[src/rtl/icon_fetch_ctrl.sv]
// rtl/icon_fetch_ctrl.sv - Rojobot sprite row prefetch into a line buffer, 2x-scaled icon replay.
// Optional ICON_SHADOW_EN: bot position/orientation captured only on frame_start.
module icon_fetch_ctrl #(
  parameter int ICON_SZ = 16,
  parameter int X_CORR  = 7,
  parameter int Y_CORR  = 7
) (
  input  logic        clk,
  input  logic        reset_n,
  input  logic        frame_start,
  input  logic        line_start,
  input  logic [9:0]  next_row,
  input  logic [9:0]  pixel_row,
  input  logic [9:0]  pixel_column,
  input  logic [7:0]  botinfo_reg,
  input  logic [7:0]  locx_reg,
  input  logic [7:0]  locy_reg,
  output logic [10:0] rom_addr,
  input  logic [1:0]  rom_data,
  output logic [1:0]  icon,
  output logic        busy,
  output logic        fetch_err
);

  localparam int CB = $clog2(ICON_SZ);

  typedef enum logic [1:0] {IDLE, FETCH, DRAIN} stateT;

  stateT        state, stateNext;
  logic         loadFetch;
  logic         lineErr;

  logic [10:0]  leftS, topS;
  logic [2:0]   orientS;
  logic [10:0]  locxLeft, locyTop;
  logic [10:0]  curLeft, curTop;
  logic [2:0]   curOrient;
  logic         shadowLoad;

  logic [11:0]  rowDiff, colDiff;
  logic         rowHit, dispHit;

  logic [CB-1:0] col, capCol;
  logic          capValid;
  logic          bufValid;
  logic [10:0]   romAddr;
  logic [10:0]   dispLeft;
  logic          fetchErr;
  logic [1:0]    iconR;
  logic [1:0]    lineBuf [ICON_SZ];

  logic unusedBits;
  assign unusedBits = ^{pixel_row, botinfo_reg[7:3], next_row[0], pixel_column[0]};

  // Both corrections can push the icon edge negative; 11-bit two's complement covers it.
  assign locxLeft = {1'b0, locx_reg, 2'b00} - 11'(X_CORR);
  assign locyTop  = ({3'b000, locy_reg} + {2'b00, locy_reg, 1'b0}) - 11'(Y_CORR);

`ifdef ICON_SHADOW_EN
  assign shadowLoad = frame_start;
`else
  assign shadowLoad = frame_start | line_start;
`endif

  // Fresh values bypass the shadow so a same-cycle line_start fetch already sees them.
  assign curLeft   = shadowLoad ? locxLeft : leftS;
  assign curTop    = shadowLoad ? locyTop : topS;
  assign curOrient = shadowLoad ? botinfo_reg[2:0] : orientS;

  // Unsigned check of the upper bits folds 0 <= diff < ICON_SZ into one compare.
  assign rowDiff = {3'b000, next_row[9:1]} - {curTop[10], curTop};
  assign rowHit  = (rowDiff[11:CB] == '0);

  assign colDiff = {3'b000, pixel_column[9:1]} - {dispLeft[10], dispLeft};
  assign dispHit = bufValid && (colDiff[11:CB] == '0);

  always_ff @(posedge clk or negedge reset_n) begin
    if (!reset_n) state <= IDLE;
    else          state <= stateNext;
  end

  always_comb begin
    stateNext = state;
    loadFetch = 1'b0;
    lineErr   = 1'b0;
    if (line_start) begin
      lineErr   = (state != IDLE);
      loadFetch = rowHit;
      stateNext = rowHit ? FETCH : IDLE;
    end else begin
      case (state)
        FETCH:   if (col == CB'(ICON_SZ - 1)) stateNext = DRAIN;
        DRAIN:   stateNext = IDLE;
        default: stateNext = state;
      endcase
    end
  end

  always_ff @(posedge clk or negedge reset_n) begin
    if (!reset_n) begin
      leftS   <= '0;
      topS    <= '0;
      orientS <= '0;
    end else if (shadowLoad) begin
      leftS   <= locxLeft;
      topS    <= locyTop;
      orientS <= botinfo_reg[2:0];
    end
  end

  always_ff @(posedge clk or negedge reset_n) begin
    if (!reset_n) begin
      col      <= '0;
      capCol   <= '0;
      capValid <= 1'b0;
      bufValid <= 1'b0;
      romAddr  <= '0;
      dispLeft <= '0;
      fetchErr <= 1'b0;
    end else begin
      fetchErr <= fetchErr | lineErr;
      if (line_start) begin
        bufValid <= 1'b0;
        capValid <= 1'b0;
        dispLeft <= curLeft;
        if (loadFetch) begin
          col     <= '0;
          romAddr <= {curOrient, rowDiff[CB-1:0], {CB{1'b0}}};
        end
      end else begin
        case (state)
          FETCH: begin
            capValid <= 1'b1;
            capCol   <= col;
            if (col != CB'(ICON_SZ - 1)) begin
              col            <= col + CB'(1);
              romAddr[CB-1:0] <= col + CB'(1);
            end
          end
          DRAIN: begin
            capValid <= 1'b0;
            bufValid <= 1'b1;
          end
          default: capValid <= 1'b0;
        endcase
      end
    end
  end

  // rom_data lags rom_addr by one clock, so the write uses the column issued last cycle.
  always_ff @(posedge clk or negedge reset_n) begin
    if (!reset_n) begin
      for (int i = 0; i < ICON_SZ; i++) lineBuf[i] <= '0;
    end else if (capValid) begin
      lineBuf[capCol] <= rom_data;
    end
  end

  always_ff @(posedge clk or negedge reset_n) begin
    if (!reset_n)     iconR <= '0;
    else if (dispHit) iconR <= lineBuf[colDiff[CB-1:0]];
    else              iconR <= '0;
  end

  assign rom_addr  = romAddr;
  assign icon      = iconR;
  assign busy      = (state != IDLE);
  assign fetch_err = fetchErr;

endmodule
[config.mk]
export PLATFORM = sky130hd
export DESIGN_NAME = icon_fetch_ctrl
export DESIGN_NICKNAME = d
export VERILOG_FILES = /design/src/rtl/icon_fetch_ctrl.sv
export SDC_FILE = /design/constraint.sdc
export NUM_CORES = 1
export LEC_CHECK = 0
export CAP_MARGIN = 5
export CORE_MARGIN = 3
export CORE_UTILIZATION = 55
export CTS_BUF_LIST = sky130_fd_sc_hd__clkbuf_4
export DETAILED_ROUTE_END_ITERATION = 10
export DONT_BUFFER_PORTS = 1
export MAX_ROUTING_LAYER = met4
export PLACE_DENSITY = 0.7
export SLEW_MARGIN = 10
export SYNTH_ARGS = -nofsm -noshare
export SYNTH_HDL_FRONTEND = slang
export SYNTH_SLANG_ARGS = --single-unit
[constraint.sdc]
create_clock -name clk -period 5.3 [get_ports clk]
set_input_delay 1.06 -clock clk [delete_from_list [all_inputs] [get_ports clk]]
set_output_delay 1.06 -clock clk [all_outputs]
set_load 0.03 [all_outputs]
Word level (Yosys, flattened, before mapping)
Index checks and enable logic that the tools add are counted.
{"block": "classes", "bitwise_logic": 5, "muxes": 26, "reduce_logical": 13, "n_addsub": 6, "n_lt_le_gt_ge": 3, "n_eq_ne": 6}
{"cell": "$bwmux 32", "count": 1}
{"cell": "$mux 4", "count": 6}
{"cell": "$sub 10x11->12", "count": 2}
{"cell": "$mux 11", "count": 2}
{"cell": "$sub 10x3->11 const B", "count": 2}
{"cell": "$logic_not 8->1", "count": 2}
{"cell": "$mux 2", "count": 6}
{"cell": "$add 8x9->10", "count": 1}
{"cell": "$ge 5x5->1 const B", "count": 2}
{"cell": "$not 4->5", "count": 2}
{"cell": "$bmux 2 s4", "count": 1}
{"cell": "$demux 2 s4", "count": 1}
{"cell": "$reduce_bool 2->1", "count": 4}
{"cell": "$mux 1", "count": 7}
{"cell": "$reduce_and 2->1", "count": 3}
{"cell": "$lt 5x1->1 const B", "count": 1}
{"cell": "$add 4x1->4 const B", "count": 1}
{"cell": "$eq 4x4->1 const B", "count": 1}
{"cell": "$ne 4x4->1 const B", "count": 1}
{"cell": "$pmux 2 s2", "count": 1}
{"cell": "$mux 3", "count": 1}
{"cell": "$ne 3x3->1 const B", "count": 1}
{"cell": "$reduce_and 3->1", "count": 1}
{"cell": "$reduce_bool 3->1", "count": 1}
{"cell": "6 further kinds", "count": 8}
{"block": "totals", "out_inout_bits": 15, "reg_bits": 94, "word_cells": 88}

Longest topological paths before layout
Gate-level depths: netlist of run 1.
{"block": "depth", "depth_word": 8, "mapped_depth": 20, "ltp_nobuf": 20}

Worst setup path after synthesis of run 1
No wires, ideal clock.
{"block": "synth_path", "kind": "input port to flip-flop", "startpoint": "input port locy_reg[3]", "endpoint": "register romAddr[10] (netlist: rom_addr[10])", "arrival_time_ns": 4.438, "setup_slack_ns": 0.737, "cell_stages": 17, "path_cell_list": "inv_1 > ha_1 > inv_1 > ha_1 > nor2b_4 > o31a_1 > a21oi_1 > nor2_1 > or2_2 > ha_1 > o21ai_0 > a21oi_1 > o21ai_0 > xor2_1 > o2111ai_1 > nor2_8 > mux2_4"}
{"block": "synth_via", "elab_chain_cells": 7}
{"item": "start: declaration", "line_no": "17", "text": "input logic [7:0] locy_reg,"}
{"item": "$add 8x9->10", "line_no": "57", "text": "assign locyTop = ({3'b000, locy_reg} + {2'b00, locy_reg, 1'b0}) - 11'(Y_CORR);"}
{"item": "$sub 10x3->11", "line_no": "57"}
{"item": "$mux 11"}
{"item": "$sub 10x11->12", "line_no": "71", "text": "assign rowDiff = {3'b000, next_row[9:1]} - {curTop[10], curTop};"}
{"item": "$logic_not 8->1", "line_no": "72", "text": "assign rowHit = (rowDiff[11:CB] == '0);"}
{"item": "$mux 1", "line_no": "86", "text": "if (line_start) begin"}
{"item": "$reduce_and 2->1 (no source line)"}
{"item": "end signal: assignment", "line_no": "128", "text": "romAddr <= {curOrient, rowDiff[CB-1:0], {CB{1'b0}}};"}
{"item": "end signal: indexed assignment", "line_no": "137", "text": "romAddr[CB-1:0] <= col + CB'(1);"}
{"item": "end: declaration", "line_no": "46", "text": "logic [10:0] romAddr;"}
Every way passes these cells.
A chain may end at the register's enable or synchronous reset.

Final worst setup path of run 1
{"block": "layout_path", "startpoint": "input port locy_reg[3]", "endpoint": "register romAddr[9] (netlist: rom_addr[9])"}
Same word-level chain as after synthesis.

==> tab_implementation.tex, run 1 <==
\begin{tabular}{lr}
\hline
Metric & Value \\
\hline
\multicolumn{2}{l}{\textbf{Setup path}} \\
\quad CP Data Arrival Time & approximately 4.8 ns \\
\quad CP max-delay cell & sky130\_fd\_sc\_hd\_\_o21ai\_0 \\
\quad Startpoint types & input pin \\
\quad Critical path type & in2reg \\
\quad CP peak stage delay & 0.46 ns \\
\quad Top fanout value on the critical path & 10 \\
\quad Category of cells accounting for the largest share of critical-path delay & compound AO/OA/AOI/OAI gates \\
\quad Worst path most repeated cell & sky130\_fd\_sc\_hd\_\_ha\_1 \\
\quad Required time reported for the critical path endpoint & approximately 5.6 ns \\
\quad Worst-path cell chain & inv\_1 -> ha\_1 -> inv\_1 -> ha\_1 -> nor2b\_4 -> o31a\_1 -> a21oi\_1 -> nor2\_1 -> or2\_2 -> ha\_1 -> o21ai\_0 -> a21oi\_1 -> o21ai\_0 -> xor2\_1 -> o2111ai\_1 -> buf\_4 -> nor2\_8 -> mux2\_4 \\
\quad Critical path buffers and inverters & 3 \\
\quad Critical path capture point type & flop \\
\multicolumn{2}{l}{\textbf{STA}} \\
\quad Smallest setup slack after layout & 0.841 ns \\
\quad Slew Viols, Final & 0 \\
\quad Setup Total Neg Slack & 0 ns \\
\quad Shortest clock period the worst path allows after layout & 4.46 ns \\
\quad Worst max-slew margin expressed relative to the limit & 0.604 \\
\quad Maximum clock frequency & 224 MHz \\
\quad Setup clock skew after layout & between 0.03 and 0.04 ns \\
\quad Min Hold Slack & 0.297 ns \\
\quad Final Hold Vio Count & 0 \\
\quad Number of endpoints failing setup at the final stage & 0 \\
\quad Crit share post-route & 0.841 \\
\quad Setup repair after global routing missed its margin & false \\
\quad Transition at the pin with the smallest max-transition slack & 0.592 ns \\
\multicolumn{2}{l}{\textbf{Logic synthesis}} \\
\quad Post-synthesis sequential element count & between 70 and 80 \\
\quad Most used flip-flop cell after synthesis & sky130\_fd\_sc\_hd\_\_dfrtp\_1 \\
\quad Number of distinct library cell variants in the gate-level netlist after synthesis & 55 \\
\quad Post-synthesis sequential area ratio & 0.404 \\
\quad Synthesis Warnings & 0 \\
\quad Total standard cell area after synthesis & 4890 um2 \\
\quad Share of flip-flops with an asynchronous set or reset & 1.00 \\
\quad Number of synthesized flops with an enable pin & 0 \\
\quad Synthesized instance count & between 400 and 500 \\
\quad Average size of a mapped cell & just over 10 um2 \\
\quad Mapped Nets & approximately 580 \\
\multicolumn{2}{l}{\textbf{Status}} \\
\quad Run status & complete, no violations \\
\multicolumn{2}{l}{\textbf{Clock network}} \\
\quad CTS hold repair buffers & 0 \\
\quad CTS Root Cell & sky130\_fd\_sc\_hd\_\_clkbuf\_4 \\
\quad Worst-Skew Late Latency & around 0.43 ns \\
\quad TritonCTS Sinks & 79 \\
\quad H-tree levels & 3 \\
\quad Buffer count from post-CTS setup fixing & 0 \\
\quad Number of buffers on the longest clock path & 2 \\
\quad Clock-pin slew on the worst setup and hold paths & $\sim$0.15 ns \\
\quad Clock tree from TritonCTS & built \\
\quad Post-cts gate resize count & 0 \\
\quad Number of buffers added by the clock tree synthesis step & 9 \\
\multicolumn{2}{l}{\textbf{GRT}} \\
\quad Overflow left after global routing & 0 \\
\quad Vias in the first global route & 3452 \\
\quad Gr usage total & 0.204 \\
\quad Pin count of the biggest net entering global routing & 80 \\
\quad Global-route wire length before repair & approximately 16000 um \\
\quad Initial antenna violation count & 0 \\
\multicolumn{2}{l}{\textbf{Power and ir drop}} \\
\quad Share of total power consumed by net switching & 0.375 \\
\quad Power density relative to cell area & $\sim$310 nW/um2 \\
\quad Combinational power share & 0.275 \\
\quad Clock group share of total power & 0.206 \\
\quad Maximum resistive drop on vdd & between 0.15 and 0.2 mV \\
\quad Power Internal & 0.986 mW \\
\quad Lkg Pwr & 2.44 nW \\
\quad Sequential power share & 0.519 \\
\quad Switching power & roughly 0.59 mW \\
\multicolumn{2}{l}{\textbf{Cells and area}} \\
\quad Area Growth Syn to Fin & 4.65\% \\
\quad Post-route insts no fill & 591 \\
\quad Layout net count & between 500 and 600 \\
\quad Count of antenna diodes in the layout & 0 \\
\quad Share of layout cells above drive strength 1 & 0.167 \\
\multicolumn{2}{l}{\textbf{Die}} \\
\quad Initial core utilization & 0.581 \\
\quad Vertical die dimension & between 100 and 150 um \\
\quad Number of placement rows & 33 \\
\quad IO Count & 75 \\
\quad Die Width & roughly 100 um \\
\quad Core region area & about 8400 um2 \\
\quad Die ar. & 10100 um2 \\
\multicolumn{2}{l}{\textbf{Place}} \\
\quad Placer Congestion & a little under 0.9 \\
\quad DP HPWL & 7100 um \\
\quad Port-buffer cells & 0 \\
\quad DP Worst Slack & 0.462 ns \\
\quad Placed insts & roughly 580 \\
\multicolumn{2}{l}{\textbf{Detailed routing}} \\
\quad Remaining antenna violation count & 0 \\
\quad DRC violations left & 0 \\
\quad Vias/cell & 5.75 \\
\quad Initial DRC count & 129 \\
\quad DR WL/cell & roughly 16 um \\
\quad DR pass1 iterations & 4 \\
\quad Total vias in the final route & approximately 3.4k \\
\quad Final wirelength & 9260 um \\
\multicolumn{2}{l}{\textbf{Worst hold path}} \\
\quad Kind of path behind the tightest hold check & in2async \\
\multicolumn{2}{l}{\textbf{Flow run}} \\
\quad Max\_cap viols & 0 \\
\hline
\end{tabular}
==> layout make-up <==
cell class              count  area [um2]
clock buffers               9        67.6
clock inverters             7        55.1
fillers                   722        3300
inverters                  46         173
multi-input cells         342        2700
flip-flops and latches     79        1980
well taps                 105         131
repair buffers              3        22.5
==> power groups by stage <==
stage          logic (mW)  registers [mW]  clock network, mW
2_1_floorplan       0.372           0.799                  0
3_3_place_gp        0.418           0.827                  0
3_5_place_dp        0.435           0.830                  0
4_1_cts             0.437           0.819              0.334
5_1_grt             0.496           0.830              0.363
6_report            0.434           0.818              0.325
==> worst register-to-register path, cell delays in order (launching register included) <==
cell                        delay (ns)
sky130_fd_sc_hd__dfrtp_1          0.35
sky130_fd_sc_hd__nor2_1           0.04
sky130_fd_sc_hd__or2_2            0.33
sky130_fd_sc_hd__ha_1             0.35
sky130_fd_sc_hd__o21ai_0          0.46
sky130_fd_sc_hd__a21oi_1          0.12
sky130_fd_sc_hd__o21ai_0          0.12
sky130_fd_sc_hd__xor2_1           0.17
sky130_fd_sc_hd__o2111ai_1        0.14
sky130_fd_sc_hd__buf_4            0.19
sky130_fd_sc_hd__nor2_8           0.23
sky130_fd_sc_hd__mux2_4           0.33
==> metrics by stage <==
stage               area (um2)  power, mW  utilization
detailed placement        5000       1.27        0.594
global route              5120       1.69        0.608
global placement          5000       1.25        0.594
floorplan                 4890       1.17            -
finish                    5120       1.58        0.608
CTS                       5120       1.59        0.608
==> cell families after synthesis <==
kind of cell / synth area share
flip-flops: 0.404
buffers and inverters: 0.0452
multiplexers: 0.155
AO/OA/AOI/OAI: 0.113
adder cells (fa/ha/maj): 0.106
XOR/XNOR: 0.0358
AND/OR/NAND/NOR: 0.141
==> per-layer routing <==
metal	up-vias	wire length (um)	track usage
li1	1682	-	-
met1	1631	4360	0.268
met2	68	4360	0.325
met3	15	403	0.0382
met4	0	132	0.0611
met5	-	0	-
==> synth_stat cells, types with 2 or more instances <==
cell type                   number  area share
sky130_fd_sc_hd__nand2_1        30       0.023
sky130_fd_sc_hd__o22ai_1         6      0.0077
sky130_fd_sc_hd__mux2_4          6       0.018
sky130_fd_sc_hd__and3_1          3      0.0038
sky130_fd_sc_hd__o21a_1          6      0.0092
sky130_fd_sc_hd__o211ai_1        2      0.0031
sky130_fd_sc_hd__o21ai_0        20       0.020
sky130_fd_sc_hd__nand3_1         4      0.0041
sky130_fd_sc_hd__o2111ai_1       2      0.0036
sky130_fd_sc_hd__nand3b_1        7       0.011
sky130_fd_sc_hd__nand4_1         2      0.0026
sky130_fd_sc_hd__nand2b_1       11       0.014
sky130_fd_sc_hd__nor2b_1         6      0.0077
sky130_fd_sc_hd__xnor2_1        13       0.023
sky130_fd_sc_hd__fa_1            4       0.016
sky130_fd_sc_hd__dfrtp_1        79        0.40
sky130_fd_sc_hd__mux2i_1         6       0.012
sky130_fd_sc_hd__nor2_1         50       0.038
sky130_fd_sc_hd__or2_2           5      0.0064
sky130_fd_sc_hd__mux2_2         37       0.085
sky130_fd_sc_hd__a21o_1          5      0.0077
sky130_fd_sc_hd__mux4_2          8       0.037
sky130_fd_sc_hd__inv_1          46       0.035
sky130_fd_sc_hd__a211oi_1        7       0.011
sky130_fd_sc_hd__ha_1           35       0.089
sky130_fd_sc_hd__clkbuf_1       13       0.010
sky130_fd_sc_hd__xor2_1          7       0.013
sky130_fd_sc_hd__nor3_1         11       0.011
sky130_fd_sc_hd__a21oi_1        23       0.024
==> flip-flops by register name, indices dropped and copies added (netlist names) <==
| name | cells |
|---|---|
| bufValid | 1 |
| rom_addr | 11 |
| icon | 2 |
| dispLeft | 11 |
| orientS | 3 |
| capCol | 4 |
| fetch_err | 1 |
| state | 2 |
| topS | 11 |
| capValid | 1 |
| lineBuf | 32 |
==> layout by cell type, fill, tap and decap left out, drive strengths merged, types with 8 or more instances in the layout <==
master | Yosys | layout
ha | 35 | 35
nor2 | 51 | 51
mux4 | 8 | 8
mux2 | 43 | 43
clkbuf | 13 | 9
nor3 | 11 | 11
inv | 46 | 48
nand2 | 30 | 30
dfrtp | 79 | 79
o21ai | 21 | 21
xnor2 | 13 | 13
nand2b | 11 | 11
a21oi | 23 | 23
==> path summary, 6_finish.rpt <==
path,from,to,slack (ns),depth (start not counted)
worst max register to register,topS[5]$_DFF_PN0_,rom_addr[9]$_DFFE_PN0P_,2.35,11
min in group clk,orientS[1]$_DFF_PN0_,orientS[1]$_DFF_PN0_,0.48,2
worst max-delay path,locy_reg[3],rom_addr[9]$_DFFE_PN0P_,0.84,18
worst min-delay path,reset_n,lineBuf[11]$_DFFE_PN0P_,0.30,0
max in group asynchronous,reset_n,topS[0]$_DFF_PN0_,4.85,0
worst min register to register,orientS[1]$_DFF_PN0_,orientS[1]$_DFF_PN0_,0.48,2
Note: power is estimated with default switching activity, not from simulation.
==> run 2, diff against run 1 <==
- PLACE_DENSITY: 0.7 -> 0.73
- clock period: 5.3 -> 3.9 ns (I/O delays scaled with it)
==> tab_implementation.tex, run 2 (synthesized netlist as in run 1, its figures left out) <==
\begin{tabular}{lr}
\hline
Metric & Value \\
\hline
\multicolumn{2}{l}{\textbf{Die}} \\
\quad Initial core utilization & 0.581 \\
\quad Vertical die dimension & roughly 100 um \\
\quad Core region area & around 8400 um2 \\
\quad Die Width & between 100 and 150 um \\
\quad Die ar. & approximately 10000 um2 \\
\quad Number of placement rows & 33 \\
\quad IO Count & 75 \\
\multicolumn{2}{l}{\textbf{Place}} \\
\quad Placed insts & between 600 and 700 \\
\quad DP HPWL & about 7800 um \\
\quad DP Worst Slack & -0.564 ns \\
\quad Port-buffer cells & 0 \\
\quad Placer Congestion & between 0.8 and 0.9 \\
\multicolumn{2}{l}{\textbf{Setup path}} \\
\quad Required time reported for the critical path endpoint & between 4 and 5 ns \\
\quad Startpoint of the worst-slack reg-to-reg timing path & topS[0]\$\_DFF\_PN0\_ \\
\quad CP Data Arrival Time & approximately 4.1 ns \\
\quad Critical path type & in2reg \\
\quad Slack of the worst reg-to-reg path & 1.03 ns \\
\quad Critical path capture point type & flop \\
\quad Number of cells on the worst reg-to-reg path & 12 \\
\quad Top fanout value on the critical path & 7 \\
\quad Reg-to-reg critical path endpoint & rom\_addr[5]\$\_DFFE\_PN0P\_ \\
\quad Startpoint types & input pin \\
\multicolumn{2}{l}{\textbf{GRT}} \\
\quad Initial antenna violation count & 0 \\
\quad Gr usage total & 0.227 \\
\quad Global-route wire length before repair & approximately 18000 um \\
\quad Pin count of the biggest net entering global routing & between 60 and 70 \\
\quad Overflow left after global routing & 0 \\
\quad Vias in the first global route & between 3k and 4k \\
\multicolumn{2}{l}{\textbf{Clock network}} \\
\quad Number of buffers on the longest clock path & 2 \\
\quad TritonCTS Sinks & between 70 and 80 \\
\quad CTS Root Cell & sky130\_fd\_sc\_hd\_\_clkbuf\_4 \\
\quad Worst-Skew Late Latency & about 0.43 ns \\
\quad Clock tree from TritonCTS & built \\
\quad H-tree levels & 3 \\
\quad Clock-pin slew on the worst setup and hold paths & around 0.14 ns \\
\quad Number of buffers added by the clock tree synthesis step & 9 \\
\multicolumn{2}{l}{\textbf{Cells and area}} \\
\quad Layout net count & just over 600 \\
\quad Most frequent standard cell in the layout excluding fill and tap cells & sky130\_fd\_sc\_hd\_\_dfrtp\_1 \\
\quad Area Growth Syn to Fin & 17.2\% \\
\quad Number of flip-flops under the largest register name & 32 \\
\quad Final cell utilization of the core & 0.681 \\
\quad Filler cell count in the final layout & 632 \\
\quad Most flop-heavy register & lineBuf \\
\quad Count of antenna diodes in the layout & 0 \\
\quad Leading cell types in the layout, fill and taps excluded & sky130\_fd\_sc\_hd\_\_dfrtp\_1 (79), sky130\_fd\_sc\_hd\_\_nor2\_1 (49), sky130\_fd\_sc\_hd\_\_buf\_4 (42) \\
\quad Post-route insts no fill & approximately 630 \\
\quad Share of layout cells above drive strength 1 & 0.292 \\
\multicolumn{2}{l}{\textbf{STA}} \\
\quad Maximum clock frequency & 266 MHz \\
\quad Slew Viols, Final & 0 \\
\quad Smallest setup slack after layout & between 0.1 and 0.15 ns \\
\quad Worst max-slew margin expressed relative to the limit & 0.343 \\
\quad Transition at the pin with the smallest max-transition slack & slightly below 1 ns \\
\quad Number of endpoints failing setup at the final stage & 0 \\
\quad Min Hold Slack & between 0.05 and 0.06 ns \\
\quad Shortest clock period the worst path allows after layout & around 3.8 ns \\
\quad Crit share post-route & 0.963 \\
\quad Final Hold Vio Count & 0 \\
\quad Setup repair after global routing missed its margin & false \\
\quad Setup clock skew after layout & between 0.03 and 0.04 ns \\
\multicolumn{2}{l}{\textbf{Power and ir drop}} \\
\quad Lkg Pwr & approximately 2.7 nW \\
\quad Power density relative to cell area & about 440 nW/um2 \\
\quad Maximum resistive drop on vdd & 0.275 mV \\
\quad Final Total Pwr & about 2.5 mW \\
\multicolumn{2}{l}{\textbf{Detailed routing}} \\
\quad DRC violations left & 0 \\
\quad Final wirelength & 10600 um \\
\quad DR pass1 iterations & 4 \\
\quad Remaining antenna violation count & 0 \\
\quad Vias/cell & between 5 and 6 \\
\quad Total vias in the final route & 3580 \\
\quad Initial DRC count & $\sim$150 \\
\quad DR WL/cell & 16.8 um \\
\multicolumn{2}{l}{\textbf{Worst hold path}} \\
\quad Kind of path behind the tightest hold check & in2async \\
\multicolumn{2}{l}{\textbf{Status}} \\
\quad Run status & complete, no violations \\
\multicolumn{2}{l}{\textbf{Flow run}} \\
\quad Max\_cap viols & 0 \\
\hline
\end{tabular}
run 2: layout make-up:
class / count / area [um2] / area share
sequential: 79 / 1980 / 0.345
clock inverter: 7 / 113 / 0.0196
clock buffer: 9 / 67.6 / 0.0118
timing repair buffer: 45 / 363 / 0.0633
inverter: 46 / 188 / 0.0327
tap: 105 / 131 / 0.0229
multi-input combinational: 342 / 2900 / 0.505
run 2: what timing repair did:
item / in CTS / in global routing
resized for setup: 2 / 20
setup buffers: 0 / 4
hold buffers: 1 / 2
endpoints found under the hold margin: 16 / 39
setup endpoints to repair: 10 / 12
pin swaps: 1 / 11
run 2: how the worst max path moves through the flow:
stage | start | end | slack (ns) | cells past startpoint
2_1_floorplan | locy_reg[2] | rom_addr[10]$_DFFE_PN0P_ | -0.16 | 19
3_3_place_gp | locy_reg[1] | rom_addr[6]$_DFFE_PN0P_ | -0.43 | 18
3_5_place_dp | locy_reg[1] | rom_addr[9]$_DFFE_PN0P_ | -0.56 | 18
4_1_cts | locy_reg[5] | rom_addr[5]$_DFFE_PN0P_ | 0.007 | 20
5_1_grt | locy_reg[4] | rom_addr[5]$_DFFE_PN0P_ | 0.0009 | 19
6_report | locy_reg[4] | rom_addr[5]$_DFFE_PN0P_ | 0.14 | 19
run 2: through the flow:
stage	cell area, um2	setup TNS, ns
floorplan	5000	-0.976
global placement	5370	-4.41
detailed placement	5370	-5.95
CTS	5560	0
global route	5730	0
finish	5730	0
run 2: worst max-delay path, stage by stage:
cell and delay [ns]:
sky130_fd_sc_hd__inv_1 0.04, sky130_fd_sc_hd__ha_1 0.30, sky130_fd_sc_hd__inv_2 0.08, sky130_fd_sc_hd__ha_4 0.21, sky130_fd_sc_hd__o311a_4 0.39, sky130_fd_sc_hd__a21oi_2 0.15, sky130_fd_sc_hd__xnor2_1 0.07, sky130_fd_sc_hd__nand2_1 0.06
sky130_fd_sc_hd__o21a_1 0.13, sky130_fd_sc_hd__inv_1 0.05, sky130_fd_sc_hd__ha_1 0.19, sky130_fd_sc_hd__or3_4 0.43, sky130_fd_sc_hd__nor3_4 0.13, sky130_fd_sc_hd__o221ai_2 0.12, sky130_fd_sc_hd__nand2_1 0.10, sky130_fd_sc_hd__o21a_1 0.16
sky130_fd_sc_hd__mux2i_4 0.11, sky130_fd_sc_hd__nor2_8 0.25, sky130_fd_sc_hd__mux2_4 0.33
run 2: where the power goes:
| part | switching [mW] | total, mW | internal, mW | leakage (nW) |
|---|---|---|---|---|
| sequential | 0.190 | 1.11 | 0.920 | 1.02 |
| clock | 0.321 | 0.595 | 0.274 | 0.0918 |
| combinational | 0.396 | 0.820 | 0.424 | 1.58 |
run 2: routing by layer:
metal | global-route usage | vias to the layer above | part of all wire
met2 | 0.363 | 76 | 0.48
met1 | 0.292 | 1728 | 0.44
met3 | 0.0598 | 15 | 0.058
li1 | - | 1761 | -
met4 | 0.0539 | 0 | 0.016
met5 | - | - | 0
